### src/rtl/mem_arbiter_pkg.sv
// Shared definitions for the main-memory arbiter: state encoding,
// requester IDs, processor-level widths and the line-align helper.
package mem_arbiter_pkg;

    localparam int PROC_ARCH_BITS = 32;
    localparam int PROC_LINE_BITS = 128;

    typedef enum logic [1:0] {
        ST_IDLE   = 2'd0,
        ST_IREAD  = 2'd1,
        ST_DREAD  = 2'd2,
        ST_DWRITE = 2'd3
    } arbState_t;

    typedef enum logic {
        REQ_I = 1'b0,
        REQ_D = 1'b1
    } reqId_t;

    // Clear the low offsetBits of an address so it points at the line start.
    function automatic logic [PROC_ARCH_BITS-1:0] lineAlign(
        input logic [PROC_ARCH_BITS-1:0] addr,
        input int                        offsetBits
    );
        logic [PROC_ARCH_BITS-1:0] mask;
        mask = '1;
        mask = mask << offsetBits;
        return addr & mask;
    endfunction

endpackage

### src/rtl/mem_arbiter.sv
// Single-port main-memory arbiter between the icache (fills) and the
// dcache (fills and writebacks). One line transaction at a time; the
// memory completion pulse is steered back to the owner, and a transaction
// that never completes is aborted by a timeout that sets a sticky flag.
module mem_arbiter
    import mem_arbiter_pkg::*;
#(
    parameter int ARCH_BITS        = PROC_ARCH_BITS,
    parameter int MEMORY_LINE_BITS = PROC_LINE_BITS,
    parameter int OFFSET_BITS      = 4,
    parameter int TIMEOUT_CYCLES   = 255
) (
    input  logic                        clk,
    input  logic                        rst,

    input  logic                        iReadReq,
    input  logic [ARCH_BITS-1:0]        iReadAddr,
    output logic [MEMORY_LINE_BITS-1:0] iReadLine,
    output logic                        iReadLineValid,

    input  logic                        dReadReq,
    input  logic [ARCH_BITS-1:0]        dReadAddr,
    output logic [MEMORY_LINE_BITS-1:0] dReadLine,
    output logic                        dReadLineValid,

    input  logic                        dWriteReq,
    input  logic [ARCH_BITS-1:0]        dWriteAddr,
    input  logic [MEMORY_LINE_BITS-1:0] dWriteLine,
    output logic                        dWriteAck,

    output logic                        memReq,
    output logic                        memWE,
    output logic [ARCH_BITS-1:0]        memAddr,
    output logic [MEMORY_LINE_BITS-1:0] memWLine,
    input  logic [MEMORY_LINE_BITS-1:0] memRLine,
    input  logic                        memRValid,
    input  logic                        memWAck,

    output logic                        errTimeout
);

    localparam int CNT_BITS = $clog2(TIMEOUT_CYCLES + 1);
    localparam logic [CNT_BITS-1:0] CNT_LAST = CNT_BITS'(TIMEOUT_CYCLES - 1);

    arbState_t             state;
    arbState_t             stateNext;
    reqId_t                rrLast;
    logic [CNT_BITS-1:0]   timeoutCnt;

    logic                  grant;
    logic [ARCH_BITS-1:0]  grantAddr;
    logic                  done;
    logic                  timeoutHit;

    // State register, captured transaction registers, counter and error flag.
    // NOTE: sequential state uses non-blocking assignments only, so every
    // register samples the pre-edge value of every other register.
    always_ff @(posedge clk or posedge rst) begin
        if (rst) begin
            state      <= ST_IDLE;
            rrLast     <= REQ_I;
            timeoutCnt <= '0;
            errTimeout <= 1'b0;
            // NOTE: the address/data capture registers are reset too because
            // they drive top-level outputs that must read 0 during reset.
            memAddr    <= '0;
            memWLine   <= '0;
        end else begin
            state <= stateNext;
            if (grant) begin
                memAddr    <= ARCH_BITS'(lineAlign(PROC_ARCH_BITS'(grantAddr), OFFSET_BITS));
                timeoutCnt <= '0;
                if (stateNext == ST_DWRITE) begin
                    memWLine <= dWriteLine;
                end
                if (stateNext == ST_IREAD) begin
                    rrLast <= REQ_I;
                end else if (stateNext == ST_DREAD) begin
                    rrLast <= REQ_D;
                end
            end else if (timeoutHit) begin
                timeoutCnt <= '0;
                errTimeout <= 1'b1;
            end else if (state != ST_IDLE && !done) begin
                timeoutCnt <= timeoutCnt + 1'b1;
            end
        end
    end

    // Arbitration, completion steering and timeout abort.
    // NOTE: every signal written here gets a default first so no latch is
    // inferred on paths that do not assign it.
    always_comb begin
        stateNext      = state;
        grant          = 1'b0;
        grantAddr      = '0;
        done           = 1'b0;
        timeoutHit     = 1'b0;
        memReq         = 1'b0;
        memWE          = 1'b0;
        iReadLineValid = 1'b0;
        dReadLineValid = 1'b0;
        dWriteAck      = 1'b0;

        case (state)
            ST_IDLE: begin
                if (dWriteReq) begin
                    grant     = 1'b1;
                    grantAddr = dWriteAddr;
                    stateNext = ST_DWRITE;
                end else if (iReadReq && dReadReq) begin
                    grant = 1'b1;
                    if (rrLast == REQ_I) begin
                        grantAddr = dReadAddr;
                        stateNext = ST_DREAD;
                    end else begin
                        grantAddr = iReadAddr;
                        stateNext = ST_IREAD;
                    end
                end else if (iReadReq) begin
                    grant     = 1'b1;
                    grantAddr = iReadAddr;
                    stateNext = ST_IREAD;
                end else if (dReadReq) begin
                    grant     = 1'b1;
                    grantAddr = dReadAddr;
                    stateNext = ST_DREAD;
                end
            end
            ST_IREAD: begin
                memReq = 1'b1;
                if (memRValid) begin
                    iReadLineValid = 1'b1;
                    done           = 1'b1;
                    stateNext      = ST_IDLE;
                end
            end
            ST_DREAD: begin
                memReq = 1'b1;
                if (memRValid) begin
                    dReadLineValid = 1'b1;
                    done           = 1'b1;
                    stateNext      = ST_IDLE;
                end
            end
            ST_DWRITE: begin
                memReq = 1'b1;
                memWE  = 1'b1;
                if (memWAck) begin
                    dWriteAck = 1'b1;
                    done      = 1'b1;
                    stateNext = ST_IDLE;
                end
            end
            default: stateNext = ST_IDLE;
        endcase

        // A busy cycle without completion that would bring the count to the
        // limit aborts the transaction with no completion pulse.
        if (state != ST_IDLE && !done && timeoutCnt == CNT_LAST) begin
            timeoutHit = 1'b1;
            stateNext  = ST_IDLE;
        end
    end

    // Fill data is passed straight through; only the valid pulses are gated
    // by ownership. Held at 0 while reset is asserted.
    assign iReadLine = rst ? '0 : memRLine;
    assign dReadLine = rst ? '0 : memRLine;

endmodule

### config.mk
export PLATFORM = sky130hd
export DESIGN_NAME = mem_arbiter
export DESIGN_NICKNAME = d
export VERILOG_FILES = /design/src/rtl/mem_arbiter_pkg.sv /design/src/rtl/mem_arbiter.sv
export SDC_FILE = /design/constraint.sdc
export NUM_CORES = 1
export LEC_CHECK = 0
export ABC_AREA = 1
export BUFFER_PORTS_ARGS = -buffer_cell sky130_fd_sc_hd__clkbuf_2
export CORE_AREA = 5 5 302 304
export CTS_BUF_LIST = sky130_fd_sc_hd__clkbuf_4 sky130_fd_sc_hd__clkbuf_8
export DETAILED_ROUTE_END_ITERATION = 10
export DIE_AREA = 0 0 307 309
export PLACE_DENSITY_LB_ADDON = 0.08
export SKIP_CTS_REPAIR_TIMING = 1
export SLEW_MARGIN = 20
export SYNTH_ARGS = -nofsm -noshare
export SYNTH_HDL_FRONTEND = slang
export SYNTH_SLANG_ARGS = --single-unit
### constraint.sdc
create_clock -name clk -period 7.7 [get_ports clk]
set_input_delay 2.31 -clock clk [delete_from_list [all_inputs] [get_ports clk]]
set_output_delay 2.31 -clock clk [all_outputs]
set_load 0.01 [all_outputs]
==> impl_metrics.json, run 1 <==
{
  "status": "finished clean",
  "dieHeight_um": 309,
  "wirelength_um": 66900,
  "clock_path_buffers": 2,
  "netlist_instances": 1362,
  "ys_types": 30,
  "finalSetupViolations": 0,
  "worstSkewPairLatency_ns": 0.56,
  "rsz0062_at_grt": "false",
  "grt_pass1_wl_um": 89900,
  "worst_ir_drop_vdd_uv": 159,
  "grt_max_degree": 129,
  "cp_slowest_stage_delay_ns": 0.49,
  "layout_commonest_cell": "clkbuf_2",
  "hpwl_um": 54100,
  "antenna_found_initial": 39,
  "critical_path.slowest_cell": "buf_4",
  "grt_overflow_total": 0,
  "via_count": 10800,
  "synth-seq-area-share_pct": 43.0,
  "yosysTopAreaCellShare_pct": 43.0,
  "drv_slew": 0,
  "mostFrequentLayoutCells": "clkbuf_2 (763), nand2_1 (377), inv_1 (200)",
  "p_total_mw": 4.35,
  "cts_inserted_buffers": 17,
  "regArea_um2": 4200,
  "crit_top_cell": "buf_4",
  "cap_violations": 0,
  "port-buffer-count": 764,
  "drc_errors": 0,
  "ys_warn_count": 0,
  "cp_cell_sequence": "buf_4, buf_4, nor2_1, clkbuf_2",
  "first_global_vias": 11300,
  "post_drt_via_cell_ratio": 3.43,
  "cts_tree": "yes",
  "cp-start-kind": "primary input",
  "cts-root-buf": "clkbuf_8",
  "hold_viol": 0,
  "multiInputGateArea_um2": 3410,
  "max_slew.worst_pin.slew_ns": 0.973,
  "worst_setup_path_end_kind": "primary output",
  "fillerInstances": 10300,
  "drtIter0Drc": 461,
  "post_drt_wl_per_cell_um": 21.3,
  "htree_levels": 4,
  "drtPass1Iterations": 4,
  "post-route-min-period_ns": 5.92,
  "drive_above_1_share_pct": 41.6,
  "area_growth_syn_to_layout_pct": 45.7,
  "clock-sinks": 168,
  "ios": 781,
  "place.gp.congestion": 0.919,
  "required_ns": 5.39,
  "syn_area_um2": 9780,
  "initial_core_util_pct": 11.1,
  "leakagePower_nw": 8.47,
  "antenna_left": 0,
  "path_max_fanout": 64,
  "finalCritPeriodShare_pct": 76.9,
  "crit_arrival_ns": 3.61,
  "row_count": 109,
  "die-area_um2": 94900,
  "tns_ns": 0,
  "synth_top_cell_by_area": "dfrtp_1",
  "max_freq_mhz": 169,
  "path_clk_slew_ns": 0.13,
  "slew-limit-headroom_pct": 35.1,
  "final_nets": 2319,
  "fin_skew_ns": 0.0337,
  "p_per_area_nw_per_um2": 305,
  "synth_seq_cells": 168,
  "critical_path_class": "primary input to primary output",
  "grtUsageTotal_pct": 13.4,
  "synth_area_leaders": "dfrtp_1 (43%), nand2_1 (14%), buf_4 (11%)",
  "core_area_um2": 88000,
  "die_w_um": 307,
  "hp-class": "register to register",
  "avgSynthCellArea_um2": 7.18
}
## flip-flops by register name (all words and copies together) (netlist names)
signal,count
timeoutCnt,8
errTimeout,1
rrLast,1
memWLine,128
memAddr,28
state,2
## cell type report
type	count	area share [%]
clock inverter	15	1.47
multi-input combinational	786	23.9
antenna	11	0.193
inverter	203	5.42
tap	1165	10.2
clock buffer	17	1.64
timing repair buffer	775	27.6
sequential	168	29.5
## per-stage QoR
step	util (%)	cell area, um2	worst slack [ns]	cells	hold slack [ns]
floorplan	-	9790	0.432	1365	0.486
global placement	15.7	13800	1.74	3097	0.457
detailed placement	15.7	13800	1.71	3097	0.458
CTS	16.2	14200	1.71	3129	0.492
global route	16.2	14200	1.62	3130	0.507
finish	16.2	14200	1.78	3140	0.487
## report_power, final
part           switching [mW]  internal, mW  total, mW
sequential              0.206          1.26       1.47
combinational            1.45         0.657       2.11
clock                   0.508         0.261      0.769
## synth_stat cells
library cell  count
buf_6            15
buf_2             7
nand3_1          16
nor2_4            1
nor3_1            2
dfrtp_1         168
inv_2             2
nor2_1          144
nor2_2            2
nand2_2           2
o22ai_1           1
conb_1            1
xnor2_1           1
clkbuf_2          4
xor2_1            2
nand4_1           1
o21ai_4           1
nand3b_1          2
buf_4           139
or2_2             1
buf_1             3
o21a_1            1
clkbuf_1         40
o21ai_1          44
o211ai_1          1
ha_1              9
o21ai_0         144
inv_1           201
a21oi_1          30
nand2_1         377
## critical path: cells and delay by family
| kind | cells | cell delay, ns |
|---|---|---|
| simple gates | 1 | 0.16 |
| buf+inv | 3 | 1.06 |
## cell families after synthesis
group | Yosys count | share of synthesized area [%]
buffers and inverters | 411 | 22.4
xor gates and xnor gates | 3 | 0.269
other | 1 | 0.0384
DFF | 168 | 43.0
AOI/OAI and AO/OA | 222 | 11.5
adders and majority gates | 9 | 1.15
and+or+nand+nor | 548 | 21.6
## metal layers
metal / GRT usage, % / part of all wire, % / up-vias
met4: 3.21 / 2.2 / 46
met2: 22.7 / 48 / 517
met1: 14.3 / 37 / 4980
met3: 7.98 / 13 / 101
li1: - / - / 5141
met5: 0 / 0.49 / -
## path summary, 6_finish.rpt
path	start	to	slack (ns)	cells after the start
worst max-delay path	rst	dReadLine[85]	1.78	4
worst min-delay path	errTimeout	errTimeout	0.49	1
worst max register to register	state[0]	memWLine[22]	4.10	11
worst min register to register	errTimeout	errTimeout	0.49	1
max in group asynchronous	rst	memWLine[64]	3.94	4
min in group asynchronous	rst	memAddr[17]	2.43	3
(Power assumes the default switching activity.)
==> run 2, diff against run 1 <==
--- a/config.mk
+++ b/config.mk
@@ -5,12 +5,12 @@
 export SDC_FILE = /design/constraint.sdc
 export NUM_CORES = 1
 export LEC_CHECK = 0
-export ABC_AREA = 1
+export ABC_AREA = 0
 export BUFFER_PORTS_ARGS = -buffer_cell sky130_fd_sc_hd__clkbuf_2
-export CORE_AREA = 5 5 302 304
+export CORE_AREA = 5 5 300 302
 export CTS_BUF_LIST = sky130_fd_sc_hd__clkbuf_4 sky130_fd_sc_hd__clkbuf_8
 export DETAILED_ROUTE_END_ITERATION = 10
-export DIE_AREA = 0 0 307 309
+export DIE_AREA = 0 0 305 307
 export PLACE_DENSITY_LB_ADDON = 0.08
 export SKIP_CTS_REPAIR_TIMING = 1
 export SLEW_MARGIN = 20
==> constraint.sdc (replaced) <==
create_clock -name clk -period 5.2 [get_ports clk]
set_input_delay 1.56 -clock clk [delete_from_list [all_inputs] [get_ports clk]]
set_output_delay 1.56 -clock clk [all_outputs]
set_load 0.01 [all_outputs]
==> run 2 against run 1 <==
Against the previous run:
- critical path type unchanged
- first-iteration DRC count decreased by 43%
- utilization decreased by 0.63 points
- die area decreased by 1.3%
- clock power increased by 33%
- synthesized area decreased by 8.4%
- sequential power increased by 56%
==> impl_metrics.json, run 2 <==
{
  "critical_path.slowest_cell": "nor2b_1",
  "final_nets": 1785,
  "crit_start": "rst",
  "hpwl_um": 52500,
  "die-area_um2": 93600,
  "grtUsageTotal_pct": 12.5,
  "synth_enable_flop_cells": 0,
  "synth_top_cells_by_count": "dfrtp_1 (168), buf_4 (134), nor2b_1 (128)",
  "largest_register": "memWLine",
  "antenna_found_initial": 27,
  "synth-seq-area-share_pct": 47.0,
  "tns_ns": 0,
  "crit_arrival_ns": 2.83,
  "area_growth_syn_to_layout_pct": 51.9,
  "synth.most_common_cell": "dfrtp_1",
  "cts-root-buf": "clkbuf_8",
  "leakagePower_nw": 6.87,
  "finalSetupViolations": 0,
  "synth_area_leaders": "dfrtp_1 (47%), mux2_1 (14%), buf_4 (11%)",
  "clock-sinks": 168,
  "hold_viol": 0,
  "reg.largest.list": "memWLine x128, memAddr x28, timeoutCnt x8",
  "path_clk_slew_ns": 0.12,
  "ys_types": 46,
  "placedCellCount": 2563,
  "via_count": 8434,
  "core_area_um2": 87400,
  "grt_pass1_wl_um": 80600,
  "ios": 781,
  "cts_tree": "yes",
  "netlist_instances": 795,
  "die_w_um": 305,
  "slew-limit-headroom_pct": 46.9,
  "first_global_vias": 8964,
  "path_max_fanout": 61,
  "reg2reg_to": "memWLine[104]",
  "max_slew.worst_pin.slew_ns": 0.797,
  "max_freq_mhz": 228,
  "finalCritPeriodShare_pct": 84.5,
  "hp-class": "register to register",
  "synthFlopType": "dfrtp_1",
  "grt_max_degree": 81,
  "finalWorstSetupSlack_ns": 0.806,
  "cap_violations": 0,
  "reg2reg_from": "state[1]",
  "syn_area_um2": 8950,
  "place.gp.congestion": 0.957,
  "synth_seq_cells": 168,
  "rrSetupSlack_ns": 1.64,
  "rr_worst_depth": 10,
  "worst_ir_drop_vdd_uv": 142,
  "drtPass1Iterations": 4,
  "post_drt_wl_per_cell_um": 23.4,
  "p_total_mw": 6.27,
  "largest_reg_flops": 128,
  "worstSkewPairLatency_ns": 0.56,
  "antenna_left": 0,
  "worst_setup_path_end_kind": "primary output",
  "rsz0062_at_grt": "false",
  "initial_core_util_pct": 10.2,
  "post_drt_via_cell_ratio": 3.23,
  "wirelength_um": 61000,
  "required_ns": 3.64,
  "clock_path_buffers": 2,
  "drv_slew": 0,
  "avgSynthCellArea_um2": 11.3,
  "cp_cell_sequence": "buf_4, buf_12, nor2b_1, clkbuf_2",
  "cp_top_family": "buffers and inverters",
  "dieHeight_um": 307,
  "post-route-min-period_ns": 4.39,
  "path_buf_inv": 3,
  "fillerInstances": 9961,
  "status": "finished clean",
  "drive_above_1_share_pct": 59.0,
  "critical_path_class": "primary input to primary output",
  "cp_slowest_stage_delay_ns": 0.36,
  "drtIter0Drc": 262,
  "worstSetupEndpoint": "dReadLine[93]",
  "drc_errors": 0,
  "holdWs_ns": 0.480,
  "final_cell_count_no_fill": 2608,
  "cp-start-kind": "primary input",
  "row_count": 109,
  "async_reset_ff_share_pct": 100,
  "fin_skew_ns": 0.0221,
  "synth_top_cell_by_area": "dfrtp_1",
  "layout_commonest_cell": "clkbuf_2",
  "path_depth": 4,
  "port-buffer-count": 764,
  "mostFrequentLayoutCells": "clkbuf_2 (763), dfrtp_1 (168), nor2b_1 (128)",
  "htree_levels": 4,
  "pre_cts_ws_ns": 0.709,
  "grt_overflow_total": 0,
  "yosysTopAreaCellShare_pct": 47.0,
  "cts_inserted_buffers": 17,
  "ys_warn_count": 0,
  "p_per_area_nw_per_um2": 461
}
run 2: per-layer routing:
layer | vias up | wire length, um | part of all wire, % | track usage, %
met4 | 10 | 2100 | 3.4 | 5.07
met3 | 62 | 6200 | 10 | 5.55
met1 | 4063 | 23800 | 39 | 14.3
li1 | 3831 | - | - | -
met5 | - | 58 | 0.095 | 0
met2 | 468 | 28900 | 47 | 20.6
run 2: per-stage QoR:
stage	instance area [um2]	utilization [%]
finish	13600	15.6
global route	13600	15.5
CTS	13600	15.5
detailed placement	13200	15.1
global placement	13200	15.1
floorplan	8970	-
run 2: worst min path at each step:
stage | from | endpoint | slack, ns | cells after the start
after floorplan | timeoutCnt[5] | timeoutCnt[5] | 0.51 | 1
after global placement | errTimeout | errTimeout | 0.46 | 1
after detailed placement | errTimeout | errTimeout | 0.46 | 1
after CTS | errTimeout | errTimeout | 0.49 | 1
after global routing | memAddr[21] | memAddr[21] | 0.51 | 2
final | errTimeout | errTimeout | 0.48 | 1
run 2: where the power goes:
part | total [mW] | internal (mW) | switching [mW]
sequential | 2.30 | 1.94 | 0.355
clock | 1.02 | 0.356 | 0.662
combinational | 2.96 | 1.20 | 1.76
run 2: area by class of cell:
cell class / count / area (um2) / area share [%]
diodes: 13 / 32.5 / 0.239
clock buffers: 17 / 234 / 1.72
clock inverters: 15 / 151 / 1.11
inverters: 12 / 48.8 / 0.359
multi-input cells: 439 / 3450 / 25.3
flip-flops and latches: 168 / 4200 / 30.9
well taps: 1165 / 1460 / 10.7
repair buffers: 779 / 4030 / 29.6
run 2: cell families after synthesis:
| group | Yosys count | synth area share [%] |
|---|---|---|
| buffers and inverters | 191 | 15.0 |
| AOI/OAI and AO/OA | 114 | 8.61 |
| DFF | 168 | 47.0 |
| other | 1 | 0.0419 |
| and+or+nand+nor | 183 | 12.0 |
| xor gates and xnor gates | 1 | 0.0979 |
| adders and majority gates | 9 | 1.26 |
| muxes | 128 | 16.1 |
==> run 3, diff against run 2 <==
==> constraint.sdc (replaced) <==
create_clock -name clk -period 3.9 [get_ports clk]
set_input_delay 1.17 -clock clk [delete_from_list [all_inputs] [get_ports clk]]
set_output_delay 1.17 -clock clk [all_outputs]
set_load 0.01 [all_outputs]
==> run 3 against run 2 <==
Against the previous run:
- power increased by 34%
- worst hold slack improved by 0.013 ns
- global-route usage decreased by 0.10 points
- utilization increased by 0.22 points
- critical path depth unchanged
- first-iteration DRC count increased by 16%
- clock skew decreased by 0.0042 ns
- final area increased by 1.4%
- non-clock buffer count increased by 19
- clock-buffer cell count unchanged
- flip-flop and latch count unchanged
- highest routed layer unchanged
==> impl_metrics.json, run 3 (same netlist as run 2, synthesis figures left out) <==
{
  "layout_commonest_cell": "clkbuf_2",
  "post_drt_wl_per_cell_um": 23.1,
  "fin_skew_ns": 0.0179,
  "largest_register": "memWLine",
  "status": "finished clean",
  "holdWs_ns": 0.493,
  "worst_setup_path_end_kind": "primary output",
  "min_from": "memAddr[20]",
  "drtIter0Drc": 304,
  "grt_overflow_total": 0,
  "initial_core_util_pct": 10.2,
  "first_global_vias": 9104,
  "hp-class": "register to register",
  "hold_viol": 0,
  "place.gp.congestion": 0.943,
  "wl_met2_um": 29000,
  "drive_above_1_share_pct": 59.5,
  "path_clk_slew_ns": 0.11,
  "grtUsageTotal_pct": 12.4,
  "drv_slew": 0,
  "required_ns": 2.73,
  "rsz0062_at_grt": "false",
  "mostFrequentLayoutCells": "clkbuf_2 (763), dfrtp_1 (168), nor2b_1 (128)",
  "antenna_left": 0,
  "max_slew.worst_pin.slew_ns": 0.769,
  "wirelength_um": 60800,
  "ios": 781,
  "place_area_um2": 13400,
  "regArea_um2": 4200,
  "final_nets": 1804,
  "rr_worst_depth": 10,
  "worstSkewPairLatency_ns": 0.55,
  "crit_start": "rst",
  "die-area_um2": 93600,
  "wl_met1_um": 23500,
  "htree_levels": 4,
  "cap_violations": 0,
  "largest_reg_flops": 128,
  "cts_tree": "yes",
  "drc_errors": 0,
  "crit_arrival_ns": 2.61,
  "via_count": 8508,
  "max_freq_mhz": 264,
  "antenna_found_initial": 26,
  "worst_ir_drop_vdd_uv": 195,
  "holdPathStages": 2,
  "tns_ns": 0,
  "top_layer": "met5",
  "grt_pass1_wl_um": 80400,
  "leakagePower_nw": 6.98,
  "post_drt_via_cell_ratio": 3.24,
  "reg.largest.list": "memWLine x128, memAddr x28, timeoutCnt x8",
  "hpwl_um": 52800,
  "drtPass1Iterations": 4,
  "port-buffer-count": 764,
  "cp-start-kind": "primary input",
  "grt_max_degree": 69,
  "cts-root-buf": "clkbuf_8",
  "met3_length_um": 6560,
  "finalSetupViolations": 0,
  "clock-sinks": 168,
  "area_growth_syn_to_layout_pct": 54.1,
  "reg2reg_from": "state[0]",
  "critical_path_class": "primary input to primary output",
  "p_per_area_nw_per_um2": 609,
  "fillerInstances": 9984,
  "multiInputGateArea_um2": 3450,
  "finalCritPeriodShare_pct": 97.0,
  "dieHeight_um": 307,
  "post-route-min-period_ns": 3.78,
  "cts_inserted_buffers": 17,
  "slew-limit-headroom_pct": 48.6,
  "path_max_fanout": 58,
  "clock_path_buffers": 2,
  "die_w_um": 305,
  "row_count": 109,
  "core_area_um2": 87400,
  "final_cell_area_um2": 13800
}
[run 3: path summary, 6_finish.rpt]
kind | endpoint | slack [ns]
min reg2reg | memAddr[20] | 0.49
min | memAddr[20] | 0.49
min in group asynchronous | memWLine[4] | 0.98
max in group asynchronous | memWLine[119] | 2.14
max reg2reg | memWLine[19] | 0.77
max | dReadLine[92] | 0.12
[run 3: layer usage]
| metal | global-route usage [%] | vias to the layer above |
|---|---|---|
| li1 | - | 3882 |
| met1 | 14.0 | 4081 |
| met2 | 20.7 | 456 |
| met3 | 6.22 | 65 |
| met4 | 3.97 | 24 |
| met5 | 0 | - |
[run 3: cell type report]
type	count	share of cell area (%)
repair buffers	798	30.5
inverters	12	0.354
clock inverters	15	1.15
diodes	14	0.254
flip-flops and latches	168	30.5
multi-input cells	439	25.0
well taps	1165	10.6
clock buffers	17	1.70
[run 3: through the flow]
stage / setup WS, ns / total power, mW / instances / utilization [%]
final: 0.115 / 8.40 / 2628 / 15.8
after global routing: 0.149 / 9.10 / 2616 / 15.7
after CTS: 0.213 / 8.76 / 2614 / 15.7
after detailed placement: 0.218 / 7.30 / 2582 / 15.3
after global placement: 0.180 / 7.32 / 2582 / 15.3
after floorplan: 0.331 / 5.14 / 798 / -
[run 3: power by group]
| group | internal, mW | switching, mW |
|---|---|---|
| registers | 2.59 | 0.480 |
| clock network | 0.478 | 0.865 |
| logic | 1.64 | 2.34 |
[run 3: worst max-delay path, stage by stage]
cell and delay, ns:
buf_4 0.21, buf_12 0.23, nor2b_1 0.64, clkbuf_2 0.27
